--- config.mk ---
export PLATFORM = sky130hd
export DESIGN_NAME = snake_dir_ctrl
export DESIGN_NICKNAME = d
export VERILOG_FILES = /design/src/rtl/snake_dir_ctrl_pkg.sv /design/src/rtl/snake_dir_ctrl_btn_debounce.sv /design/src/rtl/snake_dir_ctrl.sv
export SDC_FILE = /design/constraint.sdc
export NUM_CORES = 1
export LEC_CHECK = 0
export BUFFER_PORTS_ARGS = -buffer_cell sky130_fd_sc_hd__buf_4
export CORE_MARGIN = 2
export CORE_UTILIZATION = 50
export CTS_BUF_LIST = sky130_fd_sc_hd__clkbuf_8
export DETAILED_ROUTE_END_ITERATION = 6
export PLACE_DENSITY = 0.65
export SLEW_MARGIN = 20
export SYNTH_ARGS = -nofsm -noshare
export SYNTH_HDL_FRONTEND = slang
export SYNTH_HIERARCHICAL = 1
export SYNTH_SLANG_ARGS = --single-unit
--- constraint.sdc ---
create_clock -name clk -period 6.58 [get_ports clk]
set_clock_uncertainty 0.2 [all_clocks]
set_input_delay 0.987 -clock clk [delete_from_list [all_inputs] [get_ports clk]]
set_output_delay 0.987 -clock clk [all_outputs]
set_load 0.01 [all_outputs]
--- src/rtl/snake_dir_ctrl_pkg.sv ---
// ============================================================================
// Module : snake_dir_ctrl_pkg
// Brief  : Shared direction encodings, queue depth and helpers for the
//          snake direction controller.
// Rev    : 1.0  initial release
// ============================================================================
`default_nettype none

package snake_dir_ctrl_pkg;

    typedef logic [1:0] dir_t;

    localparam dir_t DIR_LEFT  = 2'd0;
    localparam dir_t DIR_RIGHT = 2'd1;
    localparam dir_t DIR_UP    = 2'd2;
    localparam dir_t DIR_DOWN  = 2'd3;

    localparam int QUEUE_DEPTH = 2;

    // Encodings pair up so that the opposite differs only in bit 0.
    function automatic dir_t opposite_dir(input dir_t d);
        return {d[1], ~d[0]};
    endfunction

endpackage

`default_nettype wire

--- src/rtl/snake_dir_ctrl_btn_debounce.sv ---
// ============================================================================
// Module : btn_debounce
// Brief  : 2-FF synchroniser, counter debouncer and registered press edge.
// Rev    : 1.0  initial release
// ============================================================================
`default_nettype none

module btn_debounce
    import snake_dir_ctrl_pkg::*;
#(
    parameter int DEBOUNCE_CYCLES = 1000000,
    parameter int CNT_W           = 20
) (
    input  logic clk,
    input  logic rst,
    input  logic raw,
    output logic level,
    output logic press
);

    localparam logic [CNT_W-1:0] C_CNT_MAX = CNT_W'(DEBOUNCE_CYCLES - 1);

    logic             r_sync1;
    logic             r_sync2;
    logic             r_level;
    logic             r_level_d;
    logic             r_press;
    logic [CNT_W-1:0] r_cnt;

    always_ff @(posedge clk or negedge rst) begin
        if (!rst) begin
            r_sync1   <= 1'b0;
            r_sync2   <= 1'b0;
            r_level   <= 1'b0;
            r_level_d <= 1'b0;
            r_press   <= 1'b0;
            r_cnt     <= '0;
        end else begin
            r_sync1   <= raw;
            r_sync2   <= r_sync1;
            r_level_d <= r_level;
            r_press   <= r_level & ~r_level_d;
            // Any return to the current level restarts qualification.
            if (r_sync2 == r_level) begin
                r_cnt <= '0;
            end else if (r_cnt == C_CNT_MAX) begin
                r_level <= r_sync2;
                r_cnt   <= '0;
            end else begin
                r_cnt <= r_cnt + 1'b1;
            end
        end
    end

    assign level = r_level;
    assign press = r_press;

endmodule

`default_nettype wire

--- src/rtl/snake_dir_ctrl.sv ---
// ============================================================================
// Module : snake_dir_ctrl
// Brief  : Button conditioning, turn validation, 2-deep turn queue and
//          tick-paced direction commit.
// Rev    : 1.0  initial release
// ============================================================================
`default_nettype none

module snake_dir_ctrl
    import snake_dir_ctrl_pkg::*;
#(
    parameter int         DEBOUNCE_CYCLES = 1000000,
    parameter int         CNT_W           = 20,
    parameter logic [1:0] INIT_DIR        = 2'd1
) (
    input  logic       clk,
    input  logic       rst,
    input  logic       btnu,
    input  logic       btnd,
    input  logic       btnl,
    input  logic       btnr,
    input  logic       tick,
    input  logic       clear,
    output logic [1:0] direction,
    output logic [1:0] pending,
    output logic       turn_accepted,
    output logic       turn_dropped
);

    localparam logic [1:0] C_FULL = 2'(QUEUE_DEPTH);

    // Index order doubles as press priority: r, l, u, d.
    logic [3:0] w_raw;
    logic [3:0] w_press;
    logic [3:0] w_unused_level;

    assign w_raw = {btnd, btnu, btnl, btnr};

    generate
        for (genvar gi = 0; gi < 4; gi++) begin : g_btn
            btn_debounce #(
                .DEBOUNCE_CYCLES (DEBOUNCE_CYCLES),
                .CNT_W           (CNT_W)
            ) u_btn_debounce (
                .clk   (clk),
                .rst   (rst),
                .raw   (w_raw[gi]),
                .level (w_unused_level[gi]),
                .press (w_press[gi])
            );
        end
    endgenerate

    dir_t       r_dir;
    dir_t       r_q0;
    dir_t       r_q1;
    logic [1:0] r_count;
    logic       r_accepted;
    logic       r_dropped;

    dir_t       w_cand;
    dir_t       w_ref;
    logic       w_have;
    logic       w_valid;
    logic       w_pop;
    logic       w_push;
    logic       w_drop;
    dir_t       w_dir;
    dir_t       w_q0;
    dir_t       w_q1;
    logic [1:0] w_cnt;

    always_comb begin
        w_have = |w_press;
        if (w_press[0])      w_cand = DIR_RIGHT;
        else if (w_press[1]) w_cand = DIR_LEFT;
        else if (w_press[2]) w_cand = DIR_UP;
        else                 w_cand = DIR_DOWN;

        if (r_count == 2'd2)      w_ref = r_q1;
        else if (r_count == 2'd1) w_ref = r_q0;
        else                      w_ref = r_dir;

        // A full queue can still take a turn if this tick frees a slot.
        w_valid = (w_cand != w_ref) && (w_cand != opposite_dir(w_ref))
                  && !((r_count == C_FULL) && !tick);
        w_pop   = tick && (r_count != 2'd0);
        w_push  = w_have && w_valid;
        w_drop  = w_have && !w_valid;

        w_dir = r_dir;
        w_q0  = r_q0;
        w_q1  = r_q1;
        w_cnt = r_count;
        if (w_pop) begin
            w_dir = r_q0;
            w_q0  = r_q1;
            w_cnt = r_count - 2'd1;
        end
        if (w_push) begin
            if (w_cnt == 2'd0) w_q0 = w_cand;
            else               w_q1 = w_cand;
            w_cnt = w_cnt + 2'd1;
        end
    end

    always_ff @(posedge clk or negedge rst) begin
        if (!rst) begin
            r_dir      <= INIT_DIR;
            r_q0       <= INIT_DIR;
            r_q1       <= INIT_DIR;
            r_count    <= 2'd0;
            r_accepted <= 1'b0;
            r_dropped  <= 1'b0;
        end else if (clear) begin
            r_dir      <= INIT_DIR;
            r_count    <= 2'd0;
            r_accepted <= 1'b0;
            r_dropped  <= 1'b0;
        end else begin
            r_dir      <= w_dir;
            r_q0       <= w_q0;
            r_q1       <= w_q1;
            r_count    <= w_cnt;
            r_accepted <= w_push;
            r_dropped  <= w_drop;
        end
    end

    assign direction     = r_dir;
    assign pending       = r_count;
    assign turn_accepted = r_accepted;
    assign turn_dropped  = r_dropped;

endmodule

`default_nettype wire
==> summary.txt, run 1 <==
Power and ir drop
  • Leakage power: about 2.4 nW
  • Peak VDD IR: approximately 0.13 mV
  • PwrDens: roughly 200 nW/um^2

Route
  • Antenna Nets Post-Route: 0
  • Pre-antenna DRT Iters: 6
  • Detailed-route DRC error count: 0
  • Routed WL per cell: 13.77 um
  • Final WL: between 9 and 10 mm
  • Vias after detailed routing: approximately 3,600
  • DR iter-0 viols: roughly 150
  • Vias per Instance: 5.388

STA
  • Peak Freq: 389.6 MHz
  • Rel. slew slack: 0.4907
  • Worst-margin pin slew: 0.7640 ns
  • Final period util: 0.3901
  • RSZ-0062 raised after global routing: false
  • Max Slew Vio Count: 0
  • Setup_tns: 0 ns
  • Setup WS post-layout: 4.013 ns
  • Final setup fails: 0
  • Final hold viol count: 0
  • Final Critical Period: 2.567 ns

Clock tree
  • Setup Buffers After CTS: 0
  • CTS buffer count: 9
  • H-tree Lvls: 3
  • TritonCTS Sinks: 110
  • Clk Latency, worst-skew pair: 0.38 ns
  • Root buf cell: clkbuf_8
  • CTS Hold Bufs: 0
  • Cts repair resizes: 0
  • Maximum clock path buffer count: 2
  • Clock-pin slew on the worst setup and hold paths: ~0.1 ns
  • CTS tree: built

Floorplanning
  • Initial core utilization: 0.5151
  • Die Span Y: between 100 and 150 um
  • Num rows: 37
  • DIE AREA: 11,480 um^2
  • DIE WIDTH: approximately 110 um
  • Core ar.: 10,320 um^2
  • # IOs: 14

Synthesis
  • Mapped Cells: 505
  • Unique masters post-synth: 41
  • Post-Syn Area per Cell: 10.53 um^2
  • Post-synthesis sequential area ratio: 0.5184
  • Synthesis-stage register bit count: between 100 and 150
  • Synth Warn #: 6
  • Synth Cell Area: 5318 um^2
  • Syn_nets: 521

Layout
  • Layout Nets: 540
  • Finished Cell Area: roughly 5800 um^2
  • Area growth, synth to finish: 8.235%
  • Fillers: 893
  • Fraction of layout cells with a size suffix above 1: 0.1115
  • Ant. Diodes: 0

Setup path
  • Worst Path Arrival: about 2.7 ns
  • Worst Path Required: 6.70 ns
  • CP startpoint kind: flip-flop
  • CP Max Fanout: 10
  • WS Path Type: flip-flop to flip-flop
  • Setup crit start: pending[1]
  • CP Capture Type: flip-flop
  • Critical R2R Launch: pending[1]

Worst hold path
  • Min-delay src: g_btn[1].u_btn_debounce/r_sync1
  • Type of the tightest min-delay check: flip-flop to flip-flop

Global route
  • Vias in the first global route: 3,580
  • All-Layer GR Usage: 0.1781
  • Initial antenna violation count: 0
  • Grt total ovfl: 0
  • Largest net degree at the start of global routing: 64
  • First-pass GRT wire length: around 16 mm

Run status
  • Outcome: completed

Placement
  • Post-DP Area: 5565 um^2
  • Pre-CTS WS: 3.650 ns
  • Routability Congestion: ~0.80
  • Post-DP HPWL: slightly above 6 mm
  • PortBufs: 13

Run
  • Max_cap viols: 0
path summary, 6_finish.rpt:
path,end,slack [ns],cells past startpoint
hold reg to reg,g_btn[1].u_btn_debounce/r_sync2,0.16,0
min in group asynchronous,g_btn[1].u_btn_debounce/level,0.41,1
setup reg to reg,r_q0[1],4.01,9
hold / removal,g_btn[1].u_btn_debounce/r_sync2,0.16,0
max in group asynchronous,g_btn[1].u_btn_debounce/r_cnt[10],4.55,2
setup / recovery,r_q0[1],4.01,9
kinds of logic (layout without fill, tap and decap cells):
kind of cell	Yosys count	count (layout)	share of synthesized area
multiplexers	18	18	0.03906
flip-flops	110	110	0.5184
AND/OR/NAND/NOR	246	246	0.2588
XOR/XNOR	66	66	0.1087
buffers and inverters	26	50	0.01929
AO/OA/AOI/OAI	31	31	0.03694
adder cells (fa/ha/maj)	8	8	0.01882
critical path, cell delays in order, from the launching register on:
cell and delay [ns]:
dfrtp_1 0.41, inv_1 0.08, ha_1 0.17, nand2b_1 0.32
xnor2_1 0.32, ha_1 0.21, nor2b_1 0.12, o21ai_1 0.15
or4_1 0.44, nand3_1 0.09
state kept, by name, indices dropped and copies added (netlist names):
register / flops
g_btn.u_btn_debounce/press: 4
g_btn.u_btn_debounce/level: 4
turn_accepted: 1
direction: 2
turn_dropped: 1
g_btn.u_btn_debounce/r_level_d: 4
g_btn.u_btn_debounce/r_cnt: 80
r_q0: 2
r_q1: 2
g_btn.u_btn_debounce/r_sync1: 4
g_btn.u_btn_debounce/r_sync2: 4
pending: 2
metrics by stage:
stage	hold WS [ns]	cells	utilization	power, mW
after detailed placement	0.1371	649	0.5391	0.7762
final	0.1576	665	0.5575	1.151
after global routing	0.1624	665	0.5575	1.207
after floorplan	0.1312	505	-	0.7471
after CTS	0.1602	665	0.5575	1.175
after global placement	0.1343	649	0.5391	0.7739
cell usage after synthesis:
library cell,instances,share of area
a22oi_1,2,0.0028
nor3b_1,2,0.0028
xnor2_1,46,0.076
o21bai_1,2,0.0028
nor2_1,82,0.058
or3_4,1,0.0021
mux2_4,2,0.0056
nand4_1,12,0.014
o21bai_2,1,0.0021
nor4_1,18,0.021
mux2_2,4,0.0085
o211ai_1,1,0.0014
nor3_1,20,0.019
nand4_2,4,0.0094
o21ai_2,4,0.0066
a21oi_1,9,0.0085
o21ai_1,1,0.00094
dfstp_2,3,0.015
nand3_1,27,0.025
nor2b_1,6,0.0071
o21ai_0,9,0.0085
and3_1,4,0.0047
inv_1,20,0.014
nand2b_1,2,0.0024
and2_1,4,0.0047
dfrtp_1,107,0.50
mux2i_4,1,0.0042
nor4_2,4,0.0094
nand4_4,4,0.016
ha_1,8,0.019
xor2_1,20,0.033
and4_1,8,0.013
mux2i_1,11,0.021
nand2_1,25,0.018
or4_1,5,0.0071
a21oi_2,1,0.0016
nor4b_1,8,0.013
buf_2,4,0.0038
or3_1,10,0.012
a211o_1,1,0.0016
clkbuf_1,2,0.0014
cells in the final DEF (no fill, tap or decap), types with 5 or more instances in the layout:
cell / instances
or4_1: 5
and4_1: 8
xor2_1: 20
or3_1: 10
mux2i_1: 11
nand4_1: 12
nor3_1: 20
o21ai_0: 9
nand2_1: 25
inv_1: 20
nor2b_1: 6
clkbuf_8: 10
a21oi_1: 9
buf_4: 14
ha_1: 8
nor2_1: 82
nand3_1: 27
nor4_1: 18
xnor2_1: 46
dfrtp_1: 107
nor4b_1: 8
layout make-up:
class                           count  area, um^2  area share
Clock inverter                      6       52.55    0.009130
Tap cell                          136       170.2     0.02957
Multi-Input combinational cell    369        2459      0.4272
Timing Repair Buffer               14       105.1     0.01826
Clock buffer                       10       137.6     0.02391
Sequential cell                   110        2756      0.4789
Inverter                           20       75.07     0.01304
power breakdown:
group | internal (mW) | leakage (nW) | switching (mW) | total (mW)
clock network | 0.154 | 0.0978 | 0.236 | 0.390
registers | 0.687 | 1.50 | 0.00999 | 0.697
logic | 0.0235 | 0.778 | 0.0407 | 0.0642
total | 0.864 | 2.37 | 0.286 | 1.15
routing by layer:
metal / global-route usage / part of all wire
met4: 0.05937 / 0.0069
met3: 0.04985 / 0.034
met1: 0.2299 / 0.47
met2: 0.2893 / 0.48
met5: 0 / 0
Note: power is estimated with default switching activity, not from simulation.
==> inputs of run 2 (changes only) <==
clock period = 2.5 ns   (was 6.58 ns; I/O delays follow)
==> run 2 against run 1 <==
Highest routed layer unchanged. Critical path depth is 2 lower. Global-route usage down 0.14 points. Largest power group unchanged. Combinational power increased to 3.1 times the previous value. Critical path type unchanged. Hold slack got worse by 0.10 ns.
==> summary.txt, run 2 (synthesis gave the netlist of run 1 again) <==
Setup path
  • Worst-case reg-to-reg path depth: 7
  • Slowest cell on crit path: dfrtp_1
  • WS Path Type: flip-flop to flip-flop
  • CP startpoint kind: flip-flop
  • Setup crit start: pending[1]
  • CP Max Fanout: 4
  • CP Capture Type: flip-flop
  • Critical R2R Launch: pending[1]
  • CP cell instances: inv_1, ha_1, mux2i_1, mux2i_4, o21bai_2, or3_4, mux2_4
  • Worst reg-to-reg setup slack: 0.09 ns
  • Worst Path Required: 2.56 ns
  • Reg2reg end: r_q1[1]
  • Worst Path Arrival: 2.47 ns
  • CP max stage delay: approximately 0.43 ns

Route
  • Routed WL per cell: 13.56 um
  • Antenna Nets Post-Route: 0
  • Final WL: 9.249 mm
  • Pre-antenna DRT Iters: 4
  • Vias after detailed routing: between 3,000 and 4,000
  • Top layer in use: met4
  • DR iter-0 viols: 151
  • Met3 Wirelength: 297 um
  • Detailed-route DRC error count: 0
  • Vias per Instance: approximately 5.4
  • Met2 Wirelength: 4.436 mm
  • Met1 wire length: ~4.5 mm

Placement
  • Post-DP Area: 5668 um^2
  • Inst Count DP: 661
  • PortBufs: 13
  • Post-DP HPWL: 6.422 mm
  • Routability Congestion: around 0.81

Layout
  • Most common cell after layout, fill and taps aside: dfrtp_1
  • Ant. Diodes: 0
  • Finished Cell Area: between 5000 and 6000 um^2
  • Layout Nets: 557
  • Most flop-heavy register: g_btn.u_btn_debounce/r_cnt
  • Core Util, Final: 0.5742
  • Fraction of layout cells with a size suffix above 1: 0.1319
  • Non-filler cells, final: 682
  • Max FFs per register: 80
  • Most frequent cells in the layout: dfrtp_1 (107), nor2_1 (82), xnor2_1 (45)
  • Fillers: 911
  • Area growth, synth to finish: 11.48%

Clock tree
  • Root buf cell: clkbuf_8
  • Clock-pin slew on the worst setup and hold paths: roughly 0.10 ns
  • Clk Latency, worst-skew pair: 0.37 ns
  • H-tree Lvls: 3
  • Setup Buffers After CTS: 0
  • CTS buffer count: 9
  • Maximum clock path buffer count: 2
  • CTS tree: built
  • TritonCTS Sinks: 110

Floorplanning
  • Core ar.: 10,320 um^2
  • DIE WIDTH: 107.1 um
  • # IOs: 14
  • Num rows: 37
  • Die Span Y: about 110 um
  • DIE AREA: 11,480 um^2
  • Initial core utilization: 0.5151

Worst hold path
  • Type of the tightest min-delay check: primary input to flip-flop
  • Min-delay src: clear
  • Hold Crit Depth: 2
  • Hold EP: pending[0]

Global route
  • Grt total ovfl: 0
  • First-pass GRT wire length: 16.26 mm
  • Largest net degree at the start of global routing: 46
  • Initial antenna violation count: 0
  • Vias in the first global route: 3,607
  • All-Layer GR Usage: 0.1767

Power and ir drop
  • Peak VDD IR: about 0.35 mV
  • Leakage power: roughly 2.5 nW
  • PwrDens: 524.1 nW/um^2

Run status
  • Outcome: completed

STA
  • Rel. slew slack: 0.5831
  • Final hold viol count: 0
  • Max Slew Vio Count: 0
  • RSZ-0062 raised after global routing: false
  • Worst-margin pin slew: about 0.62 ns
  • Peak Freq: 414.3 MHz
  • Final Critical Period: between 2 and 2.5 ns
  • WHS: between 0.05 and 0.06 ns
  • Setup_tns: 0 ns
  • Final period util: 0.9655
  • Final setup fails: 0

Run
  • Max_cap viols: 0
## run 2: changes by cell type in the layout (fill, tap and decap cells not counted), moves of 3 or more
cell / change
buf_4: +11
dlygate4sd3_1: +5
clkinv_2: +3
clkinv_4: -3
inv_6: -3
## run 2: metal layers
layer / GRT usage / up-vias
li1: - / 1829
met1: 0.2335 / 1788
met2: 0.2866 / 40
met3: 0.04924 / 2
met4: 0.04824 / 0
met5: 0 / -
## run 2: how the worst max path moves through the flow
stage	endpoint	slack, ns	depth (start not counted)
after global placement	r_q1[1]	0.15	7
after detailed placement	r_q1[1]	0.1	7
after floorplan	r_q0[1]	0.09	11
after CTS	r_q1[1]	0.08	7
final	r_q1[1]	0.09	7
after global routing	r_q1[1]	0.02	7
## run 2: area by class of cell
class	count	area, um^2	area share
multi-input cells	369	2469	0.4164
repair buffers	31	257.7	0.04348
flip-flops and latches	110	2756	0.4650
inverters	20	75.07	0.01266
clock inverters	5	48.80	0.008231
clock buffers	11	151.4	0.02554
well taps	136	170.2	0.02870
## run 2: what timing repair did
action                     in CTS  in global routing
hold buffers                    5                  0
hold endpoints to repair       44                  0
setup endpoints to repair       0                  1
gates resized for setup         0                  2
## run 2: where the power goes
| part | switching, mW | total (mW) | leakage, nW | internal (mW) |
|---|---|---|---|---|
| clock network | 0.565 | 1.08 | 0.110 | 0.510 |
| logic | 0.114 | 0.198 | 0.865 | 0.0846 |
| registers | 0.0264 | 1.83 | 1.50 | 1.81 |
## run 2: worst max-delay path: cells and delay by family, from the launching register on
family	cells	cell delay, ns
compound gates	1	0.14
fa+ha+maj	1	0.17
buf+inv	1	0.09
flops	1	0.43
mux	3	0.92
simple gates	1	0.36
## run 2: stage by stage
step	setup WS (ns)	total power [mW]
floorplan	0.08690	1.966
CTS	0.08088	3.161
detailed placement	0.09804	2.061
finish	0.08619	3.107
global route	0.02179	3.253
global placement	0.1462	2.055
==> inputs of run 3 (changes only) <==
PLACE_DENSITY = default   (was 0.65)
PLACE_DENSITY_LB_ADDON = 0.3   (was default)
==> run 3 against run 2 <==
Critical path depth unchanged. Die area stayed put. Worst setup slack got worse by 0.019 ns. Register-to-register slack worse by 0.02 ns. Sequential power about the same. Largest power group unchanged.
==> summary.txt, run 3 (synthesis gave the netlist of run 1 again) <==
Run status
  • Outcome: completed

Route
  • Pre-antenna DRT Iters: 5
  • Vias per Instance: 5.469
  • DR iter-0 viols: 152
  • Final WL: around 9 mm
  • Detailed-route DRC error count: 0
  • Vias after detailed routing: ~3,700
  • Top layer in use: met4
  • Met3 Wirelength: 286 um
  • Met1 wire length: roughly 4.2 mm
  • Met2 Wirelength: roughly 4.4 mm
  • Antenna Nets Post-Route: 0
  • Routed WL per cell: 13.33 um

Layout
  • Ant. Diodes: 0
  • Fillers: 871
  • Core Util, Final: 0.5716
  • Layout Nets: 555
  • Most frequent cells in the layout: dfrtp_1 (107), nor2_1 (82), xnor2_1 (45)
  • Area growth, synth to finish: 10.96%
  • Fraction of layout cells with a size suffix above 1: 0.1305
  • Most flop-heavy register: g_btn.u_btn_debounce/r_cnt
  • Max FFs per register: 80
  • Most common cell after layout, fill and taps aside: dfrtp_1

Clock tree
  • Setup Buffers After CTS: 0
  • TritonCTS Sinks: 110
  • CTS buffer count: 9
  • Clock-pin slew on the worst setup and hold paths: 0.10 ns
  • CTS tree: built
  • Maximum clock path buffer count: 2
  • Clk Latency, worst-skew pair: between 0.3 and 0.4 ns
  • H-tree Lvls: 3
  • Root buf cell: clkbuf_8

Setup path
  • Reg2reg end: r_q1[1]
  • CP Capture Type: flip-flop
  • Worst reg-to-reg setup slack: between 0.06 and 0.07 ns
  • Slowest cell on crit path: dfrtp_1
  • CP cell instances: inv_1, ha_1, mux2i_2, mux2i_4, o21bai_2, or3_4, mux2_4
  • Worst Path Required: 2.57 ns
  • Worst Path Arrival: 2.50 ns
  • WS Path Type: flip-flop to flip-flop
  • Critical R2R Launch: pending[1]
  • CP max stage delay: approximately 0.44 ns
  • Worst-case reg-to-reg path depth: 7
  • CP Max Fanout: 4
  • CP startpoint kind: flip-flop

STA
  • Rel. slew slack: 0.5692
  • Max Slew Vio Count: 0
  • RSZ-0062 raised after global routing: true
  • WHS: 0.04398 ns
  • Final hold viol count: 0
  • Final period util: 0.9733
  • Worst-margin pin slew: 0.6403 ns
  • Final Critical Period: about 2.4 ns
  • Setup WS post-layout: 0.06687 ns
  • Peak Freq: 411.0 MHz
  • Final setup fails: 0

Global route
  • First-pass GRT wire length: 16.51 mm
  • Initial antenna violation count: 0
  • Grt total ovfl: 0
  • Largest net degree at the start of global routing: approximately 50
  • Vias in the first global route: 3,708
  • All-Layer GR Usage: 0.1788

Floorplanning
  • DIE AREA: around 11,000 um^2
  • Num rows: 37
  • Core ar.: 10,320 um^2
  • Die Span Y: 107.1 um
  • Initial core utilization: 0.5151
  • DIE WIDTH: approximately 110 um
  • # IOs: 14

Worst hold path
  • Min-delay src: clear
  • Type of the tightest min-delay check: primary input to flip-flop
  • Hold EP: pending[1]
  • Hold Crit Depth: 2

Power and ir drop
  • Leakage power: 2.454 nW
  • PwrDens: a little over 500 nW/um^2
  • Peak VDD IR: 0.2994 mV

Placement
  • Post-DP HPWL: 6.293 mm
  • Pre-CTS WS: 0.05723 ns
  • Routability Congestion: 0.8383
  • PortBufs: 13

Run
  • Max_cap viols: 0
run 3: cell types whose count changed in the layout (fill, tap and decap cells not counted):
cell        previous run  this run
bufinv_16              1         0
buf_12                 1         2
inv_1                 21        22
mux2i_1               11        10
clkinvlp_4             0         1
a21oi_2                1         2
mux2i_2                0         1
clkbuf_8              11        10
buf_4                 25        22
a21oi_1                9         8
run 3: area by class of cell:
cell class | count | area [um^2] | area share
inverter | 20 | 75.07 | 0.01272
sequential | 110 | 2756 | 0.4671
tap | 136 | 170.2 | 0.02884
clock buffer | 10 | 137.6 | 0.02332
clock inverter | 6 | 30.03 | 0.005089
timing repair buffer | 29 | 255.2 | 0.04326
multi-input combinational | 369 | 2476 | 0.4196
run 3: report_power, final:
part	internal (mW)	switching (mW)	leakage, nW	total [mW]
Sequential	1.81	0.0271	1.50	1.83
Clock	0.378	0.560	0.0944	0.938
Combinational	0.0872	0.117	0.862	0.204
Total	2.27	0.704	2.45	2.98
run 3: stage by stage:
step | power [mW] | cells | setup TNS (ns) | cell area [um^2]
global placement | 2.053 | 659 | 0 | 5665
CTS | 3.019 | 680 | 0 | 5883
floorplan | 1.966 | 505 | 0 | 5318
finish | 2.975 | 680 | 0 | 5901
global route | 3.129 | 680 | -0.1009 | 5901
detailed placement | 2.061 | 659 | 0 | 5665
run 3: worst max path at each step:
stage / start / endpoint
6_report: pending[1] / r_q1[1]
2_1_floorplan: pending[0] / r_q0[1]
5_1_grt: pending[0] / r_q0[1]
3_5_place_dp: pending[0] / r_q0[1]
4_1_cts: pending[0] / r_q0[1]
3_3_place_gp: pending[1] / r_q1[1]
run 3: what timing repair did:
action	in CTS	in global routing
gates resized for setup	0	4
hold endpoints to repair	24	0
endpoints found under the setup margin	0	4
hold buffers	5	0
run 3: per-layer routing:
layer  up-vias  GRT usage
li1       1825          -
met5         -          0
met2        48     0.2848
met4         0    0.06586
met1      1834     0.2318
met3        12    0.05289
run 3: worst max-delay path: cells and delay by family, from the launching register on:
family	cells	cell delay [ns]
adders and majority gates	1	0.19
and+or+nand+nor	1	0.36
DFF	1	0.44
buffers and inverters	1	0.11
AOI/OAI and AO/OA	1	0.13
muxes	3	0.89
